===== src/rtl/sync_fifo_fwft.sv =====
// rtl/sync_fifo_fwft.sv - single-clock first-word-fall-through FIFO with flags, count and overflow pulse
module sync_fifo_fwft #(
  parameter int WIDTH      = 8,
  parameter int DEPTH_LOG2 = 4,
  parameter int AFULL_THR  = 12,
  parameter int AEMPTY_THR = 2
) (
  input  logic                  CLK,
  input  logic                  RST_N,
  input  logic [WIDTH-1:0]      DIN,
  input  logic                  DIN_DV,
  output logic                  DIN_RDY,
  output logic [WIDTH-1:0]      DOUT,
  output logic                  DOUT_DV,
  input  logic                  DOUT_RDY,
  output logic [DEPTH_LOG2:0]   COUNT,
  output logic                  FULL,
  output logic                  EMPTY,
  output logic                  AFULL,
  output logic                  AEMPTY,
  output logic                  OVERFLOW
);

  localparam int DEPTH = 2 ** DEPTH_LOG2;
  localparam int CW    = DEPTH_LOG2 + 1;

  if (DEPTH_LOG2 < 2) begin : g_bad_depth
    $error("sync_fifo_fwft: DEPTH_LOG2 must be at least 2");
  end
  if (AFULL_THR < 1 || AFULL_THR > DEPTH) begin : g_bad_afull
    $error("sync_fifo_fwft: AFULL_THR must be in 1..DEPTH");
  end
  if (AEMPTY_THR < 0 || AEMPTY_THR > DEPTH - 1) begin : g_bad_aempty
    $error("sync_fifo_fwft: AEMPTY_THR must be in 0..DEPTH-1");
  end

  logic [WIDTH-1:0]      mem_q [DEPTH];
  logic [DEPTH_LOG2-1:0] wr_ptr_q, wr_ptr_d;
  logic [DEPTH_LOG2-1:0] rd_ptr_q, rd_ptr_d;
  logic [CW-1:0]         count_q, count_d;
  logic                  overflow_q, overflow_d;
  logic                  wr_en, rd_en;

  // Writes are refused at full even when a pop frees a slot in the same cycle.
  always_comb begin
    wr_en      = DIN_DV && !FULL;
    rd_en      = DOUT_RDY && DOUT_DV;
    wr_ptr_d   = wr_en ? wr_ptr_q + 1'b1 : wr_ptr_q;
    rd_ptr_d   = rd_en ? rd_ptr_q + 1'b1 : rd_ptr_q;
    overflow_d = DIN_DV && FULL;
    count_d    = count_q;
    case ({wr_en, rd_en})
      2'b10:   count_d = count_q + 1'b1;
      2'b01:   count_d = count_q - 1'b1;
      default: count_d = count_q;
    endcase
  end

  always_ff @(posedge CLK or negedge RST_N) begin
    if (!RST_N) begin
      wr_ptr_q   <= '0;
      rd_ptr_q   <= '0;
      count_q    <= '0;
      overflow_q <= 1'b0;
    end else begin
      wr_ptr_q   <= wr_ptr_d;
      rd_ptr_q   <= rd_ptr_d;
      count_q    <= count_d;
      overflow_q <= overflow_d;
    end
  end

  // Storage needs no reset: nothing is presented unless count_q says it is live.
  always_ff @(posedge CLK) begin
    if (wr_en) mem_q[wr_ptr_q] <= DIN;
  end

  assign COUNT    = count_q;
  assign FULL     = (count_q == CW'(DEPTH));
  assign EMPTY    = (count_q == '0);
  assign AFULL    = (count_q >= CW'(AFULL_THR));
  assign AEMPTY   = (count_q <= CW'(AEMPTY_THR));
  assign DIN_RDY  = !FULL;
  assign DOUT_DV  = !EMPTY;
  assign DOUT     = DOUT_DV ? mem_q[rd_ptr_q] : '0;
  assign OVERFLOW = overflow_q;

endmodule

===== config.mk =====
export PLATFORM = sky130hd
export DESIGN_NAME = sync_fifo_fwft
export DESIGN_NICKNAME = d
export VERILOG_FILES = /design/src/rtl/sync_fifo_fwft.sv
export SDC_FILE = /design/constraint.sdc
export NUM_CORES = 1
export LEC_CHECK = 0
export ABC_AREA = 1
export BUFFER_PORTS_ARGS = -buffer_cell sky130_fd_sc_hd__clkbuf_2
export CAP_MARGIN = 20
export CORE_MARGIN = 4
export CORE_UTILIZATION = 40
export DETAILED_ROUTE_END_ITERATION = 10
export PLACE_DENSITY = 0.64
export REMOVE_ABC_BUFFERS = 1
export SLEW_MARGIN = 20
export SYNTH_ARGS = -nofsm -noshare
export SYNTH_HDL_FRONTEND = slang
export SYNTH_SLANG_ARGS = --single-unit

===== constraint.sdc =====
create_clock -name CLK -period 2.4 [get_ports CLK]
set_input_delay 0.12 -clock CLK [delete_from_list [all_inputs] [get_ports CLK]]
set_output_delay 0.12 -clock CLK [all_outputs]
set_load 0.005 [all_outputs]

==> run summary, run 1 <==
Chip Width: 132 um
Synth Area in Adders: 1.64%
commonest cells after routing, fill and taps aside: 196 x nand2_1, 128 x edfxtp_1, 47 x nand3_1
Layout Nets: 629
Power Total: 8.48 mW
Yosys reg bits: 142
startpoint types: register
post-route design area: 0.00707 sq mm
first-pass GRT wire length: 22200 um
commonest non-fill, non-tap cell in the layout: nand2_1
DPL Wire Length: 8860 um
io pins: 32
DR DRC count: 0
GP Congestion: 0.908
Final setup viols: 0
Vias/cell: 5.12
Mapped Cells: 558
final worst path period need: 2.21 ns
vias in the first global route: 4253
# placed instances: 769
fmax: 0.452 GHz
met3 Use GR: 4.55%
multi-input logic area: 0.00165 sq mm
CP endpoint kind: output pin
RSZ-0062 raised after global routing: no
CTS root buffer: clkbuf_16
complex-gate fraction of the synthesized area: 4.81%
Syn Area/Cell: 10.9 sq um
slack of the worst reg-to-reg path: 0.25 ns
Clock Path Buffers: 2
register area share after synthesis: 68.6%
utilization after layout: 47.9%
Max-slew headroom: 44.9%
CTS tree: built
Hold Fails Final Rpt: 0
Avg WL per Cell: 17.3 um
total CTS buffers: 17
Fin Setup TNS: 0 ns
Worst VDD drop: 0.605 mV
final wirelength: 13900 um
PortBufs: 31
gr usage total: 16.7%
die area: 0.0173 sq mm
cell taking the most area after synthesis: edfxtp_1
Worst EP required: 2.28 ns
Worst Path Arrival: 2.09 ns
status: completed
area grow syn2layout: 15.6%
H-tree level count: 4
Mapped Area: 0.00611 sq mm
cell area after placement: 0.00649 sq mm
met1 GRT Util: 20.5%
PD cells: 1200 mW/mm^2
critical path peak fanout: 12
Final period util: 92.2%
# fillers: 1344
P_leak: 2.87 nW
final setup skew: 0.00428 ns
share of the synthesized area in the top cell type: 62.9%
diode count: 0
final non-filler cell total: 805
largest net degree at the start of global routing: 53
met2 Usage GRT: 27.3%
Tightest Pin Transition: 0.824 ns
Slew Limit Fails: 0
TritonRoute pass-1 iters: 4
initial antenna violation count: 0
Syn. warnings: 0
synth unique cells: 24
DR iter-0 viols: 464
GR Overflow Total: 0
simple-gate portion of the synthesized area: 18.9%
via count: 4123
Initial Utilization: 41.4%
mux cell area share after synthesis: 0%
Max-cap violations: 0
clock latency on the worst-skew pair: 0.42 ns
Worst-path clk slew: 0.05 ns
FF+latch area: 0.00420 sq mm
combinational family with the most area after synthesis: simple AND/OR/NAND/NOR gates
Clock Sinks: 142
worst hold path class: input port to async pin
share of layout cells above drive strength 1: 15.3%
overall die height: 132 um
Post-Synth XOR/XNOR Area: 1.29%
synth top area cells: edfxtp_1 63%, nand2_1 12%, dfrtp_1 5.7%, nand3_1 3.9%, a21oi_1 3.3%
crit path kind: register to output pin
Rows: 44
ANT nets after route: 0
gr busiest metal: met2
Placeable Area: 0.0148 sq mm
-- power breakdown --
group / switching, mW / total (mW) / internal, mW
registers: 0.261 / 3.29 / 3.02
clock network: 0.920 / 2.20 / 1.28
logic: 1.99 / 3.00 / 1.01
-- layer usage --
metal | up-vias | routed length [um]
met5 | - | 0
met4 | 0 | 432
met3 | 31 | 807
met2 | 129 | 6620
met1 | 1973 | 6060
li1 | 1990 | -
-- worst paths after layout --
| kind | start | endpoint | cells past startpoint |
|---|---|---|---|
| setup / recovery | rd_ptr_q[2] | DOUT[0] | 8 |
| setup reg to reg | COUNT[1] | COUNT[4] | 16 |
| max in group asynchronous | RST_N | COUNT[2] | 2 |
| hold / removal | RST_N | COUNT[1] | 2 |
| hold reg to reg | wr_ptr_q[2] | wr_ptr_q[2] | 1 |
| min in group CLK | DIN[3] | mem_q[11][3] | 1 |
-- synthesized netlist by cell type --
master	n
clkinv_1	1
buf_6	4
dfrtp_1	14
buf_4	4
nor2_1	31
inv_4	1
ha_1	8
inv_2	4
xor2_1	6
xnor2_1	3
nand3_1	47
buf_8	1
nand4_1	1
inv_1	30
nand2_2	5
clkbuf_1	2
nand4_2	1
a2111oi_0	1
buf_2	11
a21oi_1	40
nand2_1	197
nor2_4	1
edfxtp_1	128
o21ai_0	17
-- stage by stage --
stage	worst slack [ns]	hold WS [ns]
after floorplan	-0.0410	-0.176
after global placement	0.245	0.0439
after detailed placement	0.0886	0.0512
after CTS	0.0316	0.143
after global routing	0.0125	0.183
final	0.187	0.149
-- sequential cells by signal, summed over array words and instances, names as in the netlist --
register  cells
wr_ptr_q      4
mem_q       128
rd_ptr_q      4
COUNT         5
OVERFLOW      1
-- cell families after synthesis --
logic type | count (synthesis)
buffers and inverters | 58
XOR/XNOR | 9
adder cells (fa/ha/maj) | 8
AND/OR/NAND/NOR | 283
AO/OA/AOI/OAI | 58
flip-flops | 142
-- cell type report --
cell class | count | share of cell area [%]
inverter | 36 | 2.00
multi-input combinational | 358 | 23.3
timing repair buffer | 54 | 5.10
clock inverter | 12 | 0.779
sequential | 142 | 59.4
tap | 184 | 3.26
clock buffer | 19 | 6.13
-- what timing repair did --
item	4_1_cts	5_1_grt
resized for setup	0	10
endpoints found under the setup margin	1	9
hold buffers	3	0
buffers inserted	2	0
hold endpoints to repair	16	0
pin swaps	1	1
cloned	0	0
-- critical path, stage by stage, from the launching register on --
cell and delay [ns]:
dfrtp_1 0.61, inv_2 0.21, nor2_4 0.18, buf_12 0.15
a21oi_1 0.09, nand3_1 0.13, nand2_1 0.08, nor2_1 0.11
clkbuf_2 0.12
(Power assumes the default switching activity.)
==> run 2: changes to the inputs <==
--- a/config.mk
+++ b/config.mk
@@ -8,6 +8,7 @@
 export ABC_AREA = 1
 export BUFFER_PORTS_ARGS = -buffer_cell sky130_fd_sc_hd__clkbuf_2
 export CAP_MARGIN = 20
+export CORE_ASPECT_RATIO = 1.2
 export CORE_MARGIN = 4
 export CORE_UTILIZATION = 40
 export DETAILED_ROUTE_END_ITERATION = 10
==> run 2 against run 1 <==
Net effect: via count increased by 0.63%; cell count increased by 2.1%; global-route usage about the same; clock-buffer cell count decreased by 1; clock skew increased by 0.0032 ns; hold slack got worse by 0.0059 ns; die area about the same; sequential share of layout area decreased by 0.75 points; first-iteration DRC count decreased by 23%; power increased by 4.7%; critical endpoint is now DOUT[1]; largest cell class unchanged.
==> run summary, run 2 (synthesized netlist as in run 1, its figures left out) <==
PortBufs: 31 (unchanged)
DR iter-0 viols: 355 (-23%)
CP endpoint kind: output pin
Vias/cell: 5.05 (-1.5%)
status: completed
initial antenna violation count: 0 (unchanged)
clock latency on the worst-skew pair: 0.42 ns (about the same)
# placed instances: 787 (+2.3%)
RR Endpoint: COUNT[4]
io pins: 32 (unchanged)
cell area after placement: 0.00650 sq mm (+0.15%)
commonest non-fill, non-tap cell in the layout: nand2_1
GR Overflow Total: 0 (unchanged)
FF+latch area: 0.00420 sq mm (about the same)
Rows: 49 (+11%)
multi-input logic area: 0.00163 sq mm (-0.91%)
Placeable Area: 0.0150 sq mm (+1.4%)
Hold Fails Final Rpt: 0 (unchanged)
final wirelength: 13600 um (-2.3%)
Worst Path Arrival: 2.08 ns (about the same)
Worst-path clk slew: 0.06 ns (about the same)
Max-slew headroom: 42.0% (-2.9 points)
DPL Wire Length: 8710 um (-1.6%)
Initial Utilization: 40.8% (-0.57 points)
slack of the worst reg-to-reg path: 0.23 ns (-0.02 ns)
post-route design area: 0.00716 sq mm (+1.3%)
WL met3: 730 um (-9.5%)
Final period util: 91.6% (-0.62 points)
vias in the first global route: 4018 (-5.5%)
Final setup viols: 0 (unchanged)
P_leak: 2.90 nW (+0.94%)
diode count: 0 (unchanged)
crit path kind: register to output pin
critical path peak fanout: 31 (+19)
CTS tree: built
gr usage total: 16.6% (-0.042 points)
# fillers: 1339 (-0.37%)
final hold slack: 0.143 ns (-0.00589 ns)
Layout Nets: 627 (-0.32%)
wire length on met1: 5480 um (-9.6%)
Worst EP required: 2.28 ns (about the same)
Slew Limit Fails: 0 (unchanged)
Clock Path Buffers: 2 (unchanged)
Chip Width: 121 um (-8.2%)
CTS root buffer: clkbuf_16
first-pass GRT wire length: 21600 um (-2.9%)
via count: 4149 (+0.63%)
worst hold path class: input port to async pin
area grow syn2layout: 17.2%
final worst path period need: 2.20 ns (-0.0149 ns)
GP Congestion: 0.896 (-1.3%)
overall die height: 143 um (+9.0%)
TritonRoute pass-1 iters: 5 (+1)
fmax: 0.455 GHz (+0.68%)
total CTS buffers: 17 (unchanged)
Clock Sinks: 142 (unchanged)
startpoint types: register
reg2reg path depth: 16 (unchanged)
Max-cap violations: 0 (unchanged)
Met2 Wirelength: 7090 um (+7.1%)
PD cells: 1240 mW/mm^2 (+3.3%)
commonest cells after routing, fill and taps aside: 196 x nand2_1, 128 x edfxtp_1, 47 x nand3_1
max reg flops: 128 (unchanged)
largest net degree at the start of global routing: 74 (+40%)
DR DRC count: 0 (unchanged)
highest routed layer: met4
Worst R2R Start: COUNT[2]
largest register by flop count: mem_q
H-tree level count: 4 (unchanged)
final setup skew: 0.00748 ns (+0.00321 ns)
ANT nets after route: 0 (unchanged)
Worst VDD drop: 0.660 mV (+9.1%)
Avg WL per Cell: 16.5 um (-4.4%)
final non-filler cell total: 822 (+2.1%)
share of layout cells above drive strength 1: 15.5% (+0.24 points)
RSZ-0062 raised after global routing: no
Tightest Pin Transition: 0.867 ns (+0.0435 ns)
die area: 0.0173 sq mm (about the same)
utilization after layout: 47.9% (about the same)
-- run 2: layer usage --
metal  global-route usage (%)  vias up
met5                        0        -
met1                     20.3     2002
li1                         -     1987
met4                     6.44        0
met2                     28.3      137
met3                     4.41       23
-- run 2: area by class of cell --
| cell class | instances | area share, % |
|---|---|---|
| Sequential cell | 142 | 58.7 |
| Timing Repair Buffer | 52 | 4.65 |
| Tap cell | 204 | 3.56 |
| Multi-Input combinational cell | 358 | 22.8 |
| Clock inverter | 12 | 2.38 |
| Inverter | 36 | 1.96 |
| Clock buffer | 18 | 5.99 |
-- run 2: worst max-delay path: stages, from the launching register on --
cell and delay (ns):
dfrtp_2 0.45, inv_6 0.23, buf_4 0.24, nand2_1 0.06, nand2_1 0.06, nand2_1 0.05, nand3_1 0.11, a21oi_1 0.08
nor2_1 0.22, clkbuf_2 0.16
-- run 2: per-stage QoR --
stage	TNS (ns)	setup slack (ns)	total power, mW
global route	0	0.00275	9.49
floorplan	-0.328	-0.0410	5.05
detailed placement	0	0.110	6.23
finish	0	0.202	8.88
CTS	0	0.0297	8.92
global placement	0	0.240	6.16
-- run 2: where the power goes --
group | switching, mW | internal, mW | leakage [nW]
Sequential | 0.237 | 3.03 | 1.32
Clock | 0.953 | 1.72 | 0.287
Combinational | 1.95 | 0.999 | 1.29
-- run 2: worst max path at each step --
stage,start,to,slack [ns],depth (start not counted)
finish,rd_ptr_q[0],DOUT[1],0.20,9
global route,COUNT[0],COUNT[4],0.003,15
CTS,rd_ptr_q[1],DOUT[1],0.03,7
detailed placement,COUNT[2],COUNT[4],0.11,16
global placement,COUNT[2],COUNT[4],0.24,16
floorplan,rd_ptr_q[0],DOUT[0],-0.04,7
-- run 2: repair_timing --
action	in CTS	in global routing
hold buffers	2	1
hold endpoints to repair	15	1
setup buffers	0	2
gates resized for setup	0	8
setup endpoints to repair	0	7
